$ cat config.mk
export PLATFORM = sky130hd
export DESIGN_NAME = sensor_frame_aligner
export DESIGN_NICKNAME = d
export VERILOG_FILES = /design/src/rtl/fusion_pkg.sv /design/src/rtl/sensor_word_packer.sv /design/src/rtl/sensor_frame_aligner.sv
export SDC_FILE = /design/constraint.sdc
export NUM_CORES = 2
export LEC_CHECK = 0
export ABC_AREA = 1
export BUFFER_PORTS_ARGS = -buffer_cell sky130_fd_sc_hd__buf_4
export CORE_MARGIN = 2
export CORE_UTILIZATION = 50
export DETAILED_ROUTE_END_ITERATION = 6
export GPL_ROUTABILITY_DRIVEN = 0
export PLACE_DENSITY = 0.86
export SLEW_MARGIN = 20
export SYNTH_ARGS = -nofsm -noshare
export SYNTH_HDL_FRONTEND = slang
export SYNTH_SLANG_ARGS = --single-unit
$ cat constraint.sdc
create_clock -name clk -period 2.32 [get_ports clk]
set_input_delay 0 -clock clk [delete_from_list [all_inputs] [get_ports clk]]
set_output_delay 0 -clock clk [all_outputs]
set_load 0.005 [all_outputs]
$ cat src/rtl/fusion_pkg.sv
// Shared sizing constants and types for the fusion-core sensor ingest path.
package fusion_pkg;

    localparam int SENSOR_WORD_W = 16;
    localparam int SENSOR_WORDS  = 16;
    localparam int NUM_SENSORS   = 3;

    typedef logic [255:0] sensor_vec_t;

    typedef enum logic {
        COLLECT = 1'b0,
        EMIT    = 1'b1
    } aligner_state_t;

endpackage

$ cat src/rtl/sensor_word_packer.sv
// One sensor lane: packs accepted words into a frame-wide buffer.
// Also reports lane-full and a one-cycle framing error on an early s_last.
module sensor_word_packer
    import fusion_pkg::*;
#(
    parameter int WORD_W          = SENSOR_WORD_W,
    parameter int WORDS_PER_FRAME = SENSOR_WORDS
) (
    input  logic                              clk,
    input  logic                              rst_n,
    input  logic                              clear,
    input  logic                              enable,
    input  logic [WORD_W-1:0]                 word,
    input  logic                              valid,
    input  logic                              last,
    output logic                              ready,
    output logic                              full,
    output logic                              full_nxt,
    output logic [WORD_W*WORDS_PER_FRAME-1:0] vec,
    output logic                              framing_err
);

    localparam int CNT_W = (WORDS_PER_FRAME > 1) ? $clog2(WORDS_PER_FRAME) : 1;
    localparam logic [CNT_W-1:0] LAST_IDX = CNT_W'(WORDS_PER_FRAME - 1);

    logic [CNT_W-1:0] cnt;
    logic             accept;
    logic             at_last;
    logic             premature;

    assign ready     = enable & ~full;
    assign accept    = valid & ready;
    assign at_last   = (cnt == LAST_IDX);
    assign premature = accept & last & ~at_last;
    // Full as seen by the parent's next-state logic, including this cycle's word.
    assign full_nxt  = full | (accept & at_last);

    always_ff @(posedge clk or negedge rst_n) begin
        if (!rst_n) begin
            cnt         <= '0;
            full        <= 1'b0;
            framing_err <= 1'b0;
        end else begin
            framing_err <= premature;
            if (clear) begin
                cnt  <= '0;
                full <= 1'b0;
            end else if (accept) begin
                if (premature) begin
                    cnt <= '0;
                end else if (at_last) begin
                    cnt  <= '0;
                    full <= 1'b1;
                end else begin
                    cnt <= cnt + 1'b1;
                end
            end
        end
    end

    // Stale words from a discarded frame are simply overwritten by the next one.
    always_ff @(posedge clk or negedge rst_n) begin
        if (!rst_n) begin
            vec <= '0;
        end else if (accept && !premature) begin
            vec[WORD_W*int'(cnt) +: WORD_W] <= word;
        end
    end

endmodule

$ cat src/rtl/sensor_frame_aligner.sv
// Aligns three packed sensor lanes into one frame with a skew timeout;
// late lanes are zero-filled and flagged in missing_mask.
module sensor_frame_aligner
    import fusion_pkg::*;
#(
    parameter int WORD_W          = SENSOR_WORD_W,
    parameter int WORDS_PER_FRAME = SENSOR_WORDS,
    parameter int TIMEOUT_CYCLES  = 64
) (
    input  logic                              clk,
    input  logic                              rst_n,
    input  logic [NUM_SENSORS*WORD_W-1:0]     s_data,
    input  logic [NUM_SENSORS-1:0]            s_valid,
    input  logic [NUM_SENSORS-1:0]            s_last,
    output logic [NUM_SENSORS-1:0]            s_ready,
    output logic [WORD_W*WORDS_PER_FRAME-1:0] sensor1_raw,
    output logic [WORD_W*WORDS_PER_FRAME-1:0] sensor2_raw,
    output logic [WORD_W*WORDS_PER_FRAME-1:0] sensor3_raw,
    output logic                              frame_valid,
    output logic [NUM_SENSORS-1:0]            missing_mask,
    output logic [NUM_SENSORS-1:0]            framing_err,
    output logic [15:0]                       frame_count
);

    localparam int VEC_W = WORD_W * WORDS_PER_FRAME;
    localparam int TMR_W = $clog2(TIMEOUT_CYCLES + 1);
    localparam logic [TMR_W-1:0] TMR_LIMIT = TMR_W'(TIMEOUT_CYCLES - 1);

    aligner_state_t         state;
    aligner_state_t         state_nxt;
    logic [TMR_W-1:0]       timer;
    logic [NUM_SENSORS-1:0] lane_full;
    logic [NUM_SENSORS-1:0] lane_full_nxt;
    logic [VEC_W-1:0]       lane_vec [NUM_SENSORS];
    logic                   all_done;
    logic                   first_done;
    logic                   timeout;

    for (genvar g = 0; g < NUM_SENSORS; g++) begin : g_lane
        sensor_word_packer #(
            .WORD_W          (WORD_W),
            .WORDS_PER_FRAME (WORDS_PER_FRAME)
        ) u_packer (
            .clk         (clk),
            .rst_n       (rst_n),
            .clear       (state == EMIT),
            .enable      (state == COLLECT),
            .word        (s_data[g*WORD_W +: WORD_W]),
            .valid       (s_valid[g]),
            .last        (s_last[g]),
            .ready       (s_ready[g]),
            .full        (lane_full[g]),
            .full_nxt    (lane_full_nxt[g]),
            .vec         (lane_vec[g]),
            .framing_err (framing_err[g])
        );
    end

    assign all_done   = &lane_full_nxt;
    assign first_done = ~|lane_full & |lane_full_nxt;
    // Completion on the timeout edge takes precedence: timeout needs !all_done.
    assign timeout    = |lane_full & ~all_done & (timer == TMR_LIMIT);

    always_ff @(posedge clk or negedge rst_n) begin
        if (!rst_n) begin
            state <= COLLECT;
        end else begin
            state <= state_nxt;
        end
    end

    always_comb begin
        state_nxt = state;
        case (state)
            COLLECT: if (all_done || timeout) state_nxt = EMIT;
            EMIT:    state_nxt = COLLECT;
            default: state_nxt = COLLECT;
        endcase
    end

    // Timer stays idle until the first lane of a frame completes.
    always_ff @(posedge clk or negedge rst_n) begin
        if (!rst_n) begin
            timer <= '0;
        end else if (state == EMIT || first_done) begin
            timer <= '0;
        end else if (|lane_full && !all_done) begin
            timer <= timer + 1'b1;
        end
    end

    // Output stage: vectors and mask only change on the edge ending EMIT.
    always_ff @(posedge clk or negedge rst_n) begin
        if (!rst_n) begin
            sensor1_raw  <= '0;
            sensor2_raw  <= '0;
            sensor3_raw  <= '0;
            missing_mask <= '0;
            frame_valid  <= 1'b0;
            frame_count  <= '0;
        end else begin
            frame_valid <= (state == EMIT);
            if (state == EMIT) begin
                sensor1_raw  <= lane_full[0] ? lane_vec[0] : '0;
                sensor2_raw  <= lane_full[1] ? lane_vec[1] : '0;
                sensor3_raw  <= lane_full[2] ? lane_vec[2] : '0;
                missing_mask <= ~lane_full;
                frame_count  <= frame_count + 16'd1;
            end
        end
    end

endmodule

==> key figures <==
Run status
  – Outcome: complete, but fails checks
  – Failing checks: DRC, setup timing

Drt
  – DR pass1 iterations: 7
  – Post-route ant nets: 0
  – Routed wire per std cell: 25.2 um
  – Total wire length: 212,000 um
  – Post-route DRC: 4
  – DR vias/cell: 6.12
  – Initial DRC count: 6,956
  – Routed vias: 51,500

Layout
  – Area used by multi-input combinational logic: 0.0182 mm2
  – Reg area: 0.0396 mm2
  – Final Cell Area: 0.0762 mm2
  – Fillers: 8,286
  – Layout cell share with drive strength beyond 1: 0.217
  – Synthesis-to-layout area growth: 27.1%
  – Nets: 6,745
  – Commonest non-fill, non-tap cell in the layout: nand2_1
  – Most frequent cells in the layout: 1,594 x nand2_1, 1,577 x dfrtp_1, 1,041 x buf_4

Clock tree
  – CTS root buf: clkbuf_16
  – Num CTS Buffers: 156
  – CTS Buffer Depth: 3
  – Worst skew pair latency: 0.81 ns
  – CTS clk-pin slew, worst paths: 0.06 ns
  – Clock sink total: 1,582
  – # H-tree levels: 4
  – CTS tree: built

Power
  – Power share of the clock group: 0.434
  – Switching portion of total power: 0.261
  – Sequential fraction of design power: 0.481
  – Power per cell area: 793 mW/mm2
  – Peak VDD IR: 0.000715 V
  – Pleak: 39.9 nW
  – NetSw: 0.0158 W
  – Pint: 0.0447 W
  – Logic pwr share: 0.085

Worst setup path
  – Crit-path max FO: 11
  – WS Path Type: register to register
  – CP required: 3.02 ns
  – Startpoint types: register
  – Worst path arrival time: 3.02 ns
  – CP endpoint kind: register

STA
  – Post-Route Hold Slack: 0.0467 ns
  – Clock Skews: 0.0394 ns
  – FMAX: 430 MHz
  – Final setup fails: 1
  – Slew Viols, Final: 0
  – Slew margin rel.: 0.524
  – Setup ws final: -0.00365 ns
  – Final Cycle Share: 1.00
  – Worst Tran Pin Value: 0.715 ns
  – RSZ-0062 raised after global routing: true
  – Min Clock Period, post-route: 2.32 ns
  – Final hold viol count: 0

Floorplanning
  – Core area: 0.119 mm2
  – Die Y: 350 um
  – Cell Rows: 127
  – I/O Pins: 850
  – Initial Util: 0.502
  – Die width: 350 um
  – Die ar.: 0.123 mm2

Global routing
  – Global-route usage over all layers: 0.339
  – First-pass GRT wire length: 314,000 um
  – Largest net degree at the start of global routing: 145
  – Initial antenna violation count: 13
  – GR Overflow Total: 0
  – Number of global-route vias before repair: 50,800

Placed design
  – Dpl hpwl: 139,000 um
  – Port Buffers: 849
  – Dpl cell area: 0.0699 mm2

Logic synthesis
  – Syn Area/Cell: 10.5 um2
  – Post-Syn Area: 0.0600 mm2
  – Asr flop ratio synth: 1.00
  – Sequential fraction of the synthesis area: 0.660
  – Cells after synthesis: 5,695
  – Synthesis Warnings: 0
  – Dominant synthesized flop cell: dfrtp_1
  – Synth unique cells: 36
  – Synthesized Nets: 5,764
  – Post-synth EDFFs: 0
  – #FFs+latches synth: 1,582

Job
  – Max cap viols: 0

Min path
  – Hold crit path type: input pin to register
-- flip-flops by register name, indices dropped and copies added, names as in the netlist --
signal / cells
timer: 7
state: 1
g_lane.u_packer.framing_err: 3
g_lane.u_packer.full: 3
sensor3_raw: 256
frame_count: 16
g_lane.u_packer.vec: 768
g_lane.u_packer.cnt: 12
sensor1_raw: 256
sensor2_raw: 256
missing_mask: 3
frame_valid: 1
-- per-stage QoR --
step	cells	power, W	worst slack, ns	util	TNS [ns]
2_1_floorplan	5695	0.0316	0.0173	-	0
3_3_place_gp	8058	0.0338	0.120	0.585	0
3_5_place_dp	8058	0.0341	-0.0560	0.585	-0.668
4_1_cts	8397	0.0601	-0.0147	0.634	-0.0291
5_1_grt	8411	0.0620	-0.0947	0.638	-3.31
6_report	8417	0.0605	-0.00365	0.638	-0.00365
-- cells by family after synthesis --
kind of cell	count (synthesis)	synth area share
compound gates	1224	0.142
xor+xnor	19	0.00321
fa+ha+maj	13	0.00271
buf+inv	647	0.0423
flops	1582	0.660
simple gates	2210	0.150
-- power by group through the flow --
| stage | logic, W | registers, W | clock network, W |
|---|---|---|---|
| after global placement | 0.00437 | 0.0295 | 0 |
| after CTS | 0.00478 | 0.0290 | 0.0262 |
| after global routing | 0.00551 | 0.0291 | 0.0274 |
| after floorplan | 0.00229 | 0.0293 | 0 |
| final | 0.00516 | 0.0291 | 0.0262 |
| after detailed placement | 0.00456 | 0.0295 | 0 |
-- cells in the mapped netlist, types with 4 or more instances --
cell type     n  area [um2]
nand2_1    1598        6000
dfrtp_1    1582       39600
a22o_1      639        5600
o21ai_0     464        2320
clkbuf_1    299        1120
inv_1       262         983
nand3_1     255        1280
nor2_1      225         845
a21oi_1     101         505
nor3_1       78         390
buf_2        43         215
nor2_4       15         169
buf_4        13        97.6
ha_1         13         163
xor2_1       13         114
inv_2        12        45.0
nand4_1      12        75.1
buf_1        11        41.3
nor2_2       10        62.6
o22ai_1       9        56.3
o21ai_1       7        35.0
clkinv_1      6        22.5
nand2_2       5        31.3
nor3_2        5        50.1
xnor2_1       4        35.0
-- routing by layer --
metal / vias to the layer above / global-route usage / share of wire / wire length [um]
met5: - / 0 / 0.00034 / 72
met4: 10 / 0.246 / 0.089 / 18900
met3: 1103 / 0.117 / 0.13 / 26900
met2: 3993 / 0.506 / 0.45 / 94500
met1: 25400 / 0.410 / 0.34 / 71800
li1: 21000 / - / - / -
-- area by class of cell --
type | count | area share
sequential | 1582 | 0.519
multi-input combinational | 3466 | 0.238
timing repair buffer | 1190 | 0.133
clock buffer | 218 | 0.0578
tap | 1612 | 0.0265
inverter | 280 | 0.0142
clock inverter | 60 | 0.0111
antenna | 9 | 0.000295
-- worst max-delay path: stages (launching register included) --
cell	delay, ns
dfrtp_2	0.44
inv_2	0.11
nand3_2	0.15
inv_1	0.09
ha_1	0.28
inv_2	0.14
nand2_1	0.16
nor3_4	0.31
buf_6	0.19
nand2_1	0.13
o21ai_0	0.21
-- worst paths after layout --
kind	from	end	slack (ns)	depth (start not counted)
max in group asynchronous	rst_n	frame_count[12]$_DFFE_PN0P_	0.98	5
min in group asynchronous	rst_n	g_lane[2].u_packer.vec[156]$_DFFE_PN0P_	0.55	4
worst max register to register	g_lane[2].u_packer.cnt[2]$_DFFE_PN0P_	g_lane[2].u_packer.vec[8]$_DFFE_PN0P_	-0.004	10
worst min-delay path	s_data[29]	g_lane[1].u_packer.vec[13]$_DFFE_PN0P_	0.05	4
worst min register to register	g_lane[1].u_packer.vec[150]$_DFFE_PN0P_	sensor2_raw[150]$_DFFE_PN0P_	0.47	1
worst max-delay path	g_lane[2].u_packer.cnt[2]$_DFFE_PN0P_	g_lane[2].u_packer.vec[8]$_DFFE_PN0P_	-0.004	10
-- timing repair --
item                                    4_1_cts  5_1_grt
gates resized for setup                       9       82
buffers inserted                              0       11
endpoints found under the setup margin       46      556
endpoints found under the hold margin      2335        0
hold buffers                                 61        0
gates cloned                                  0        0
pin swaps                                     0        8
No activity file was read; power rests on OpenSTA's default activity.
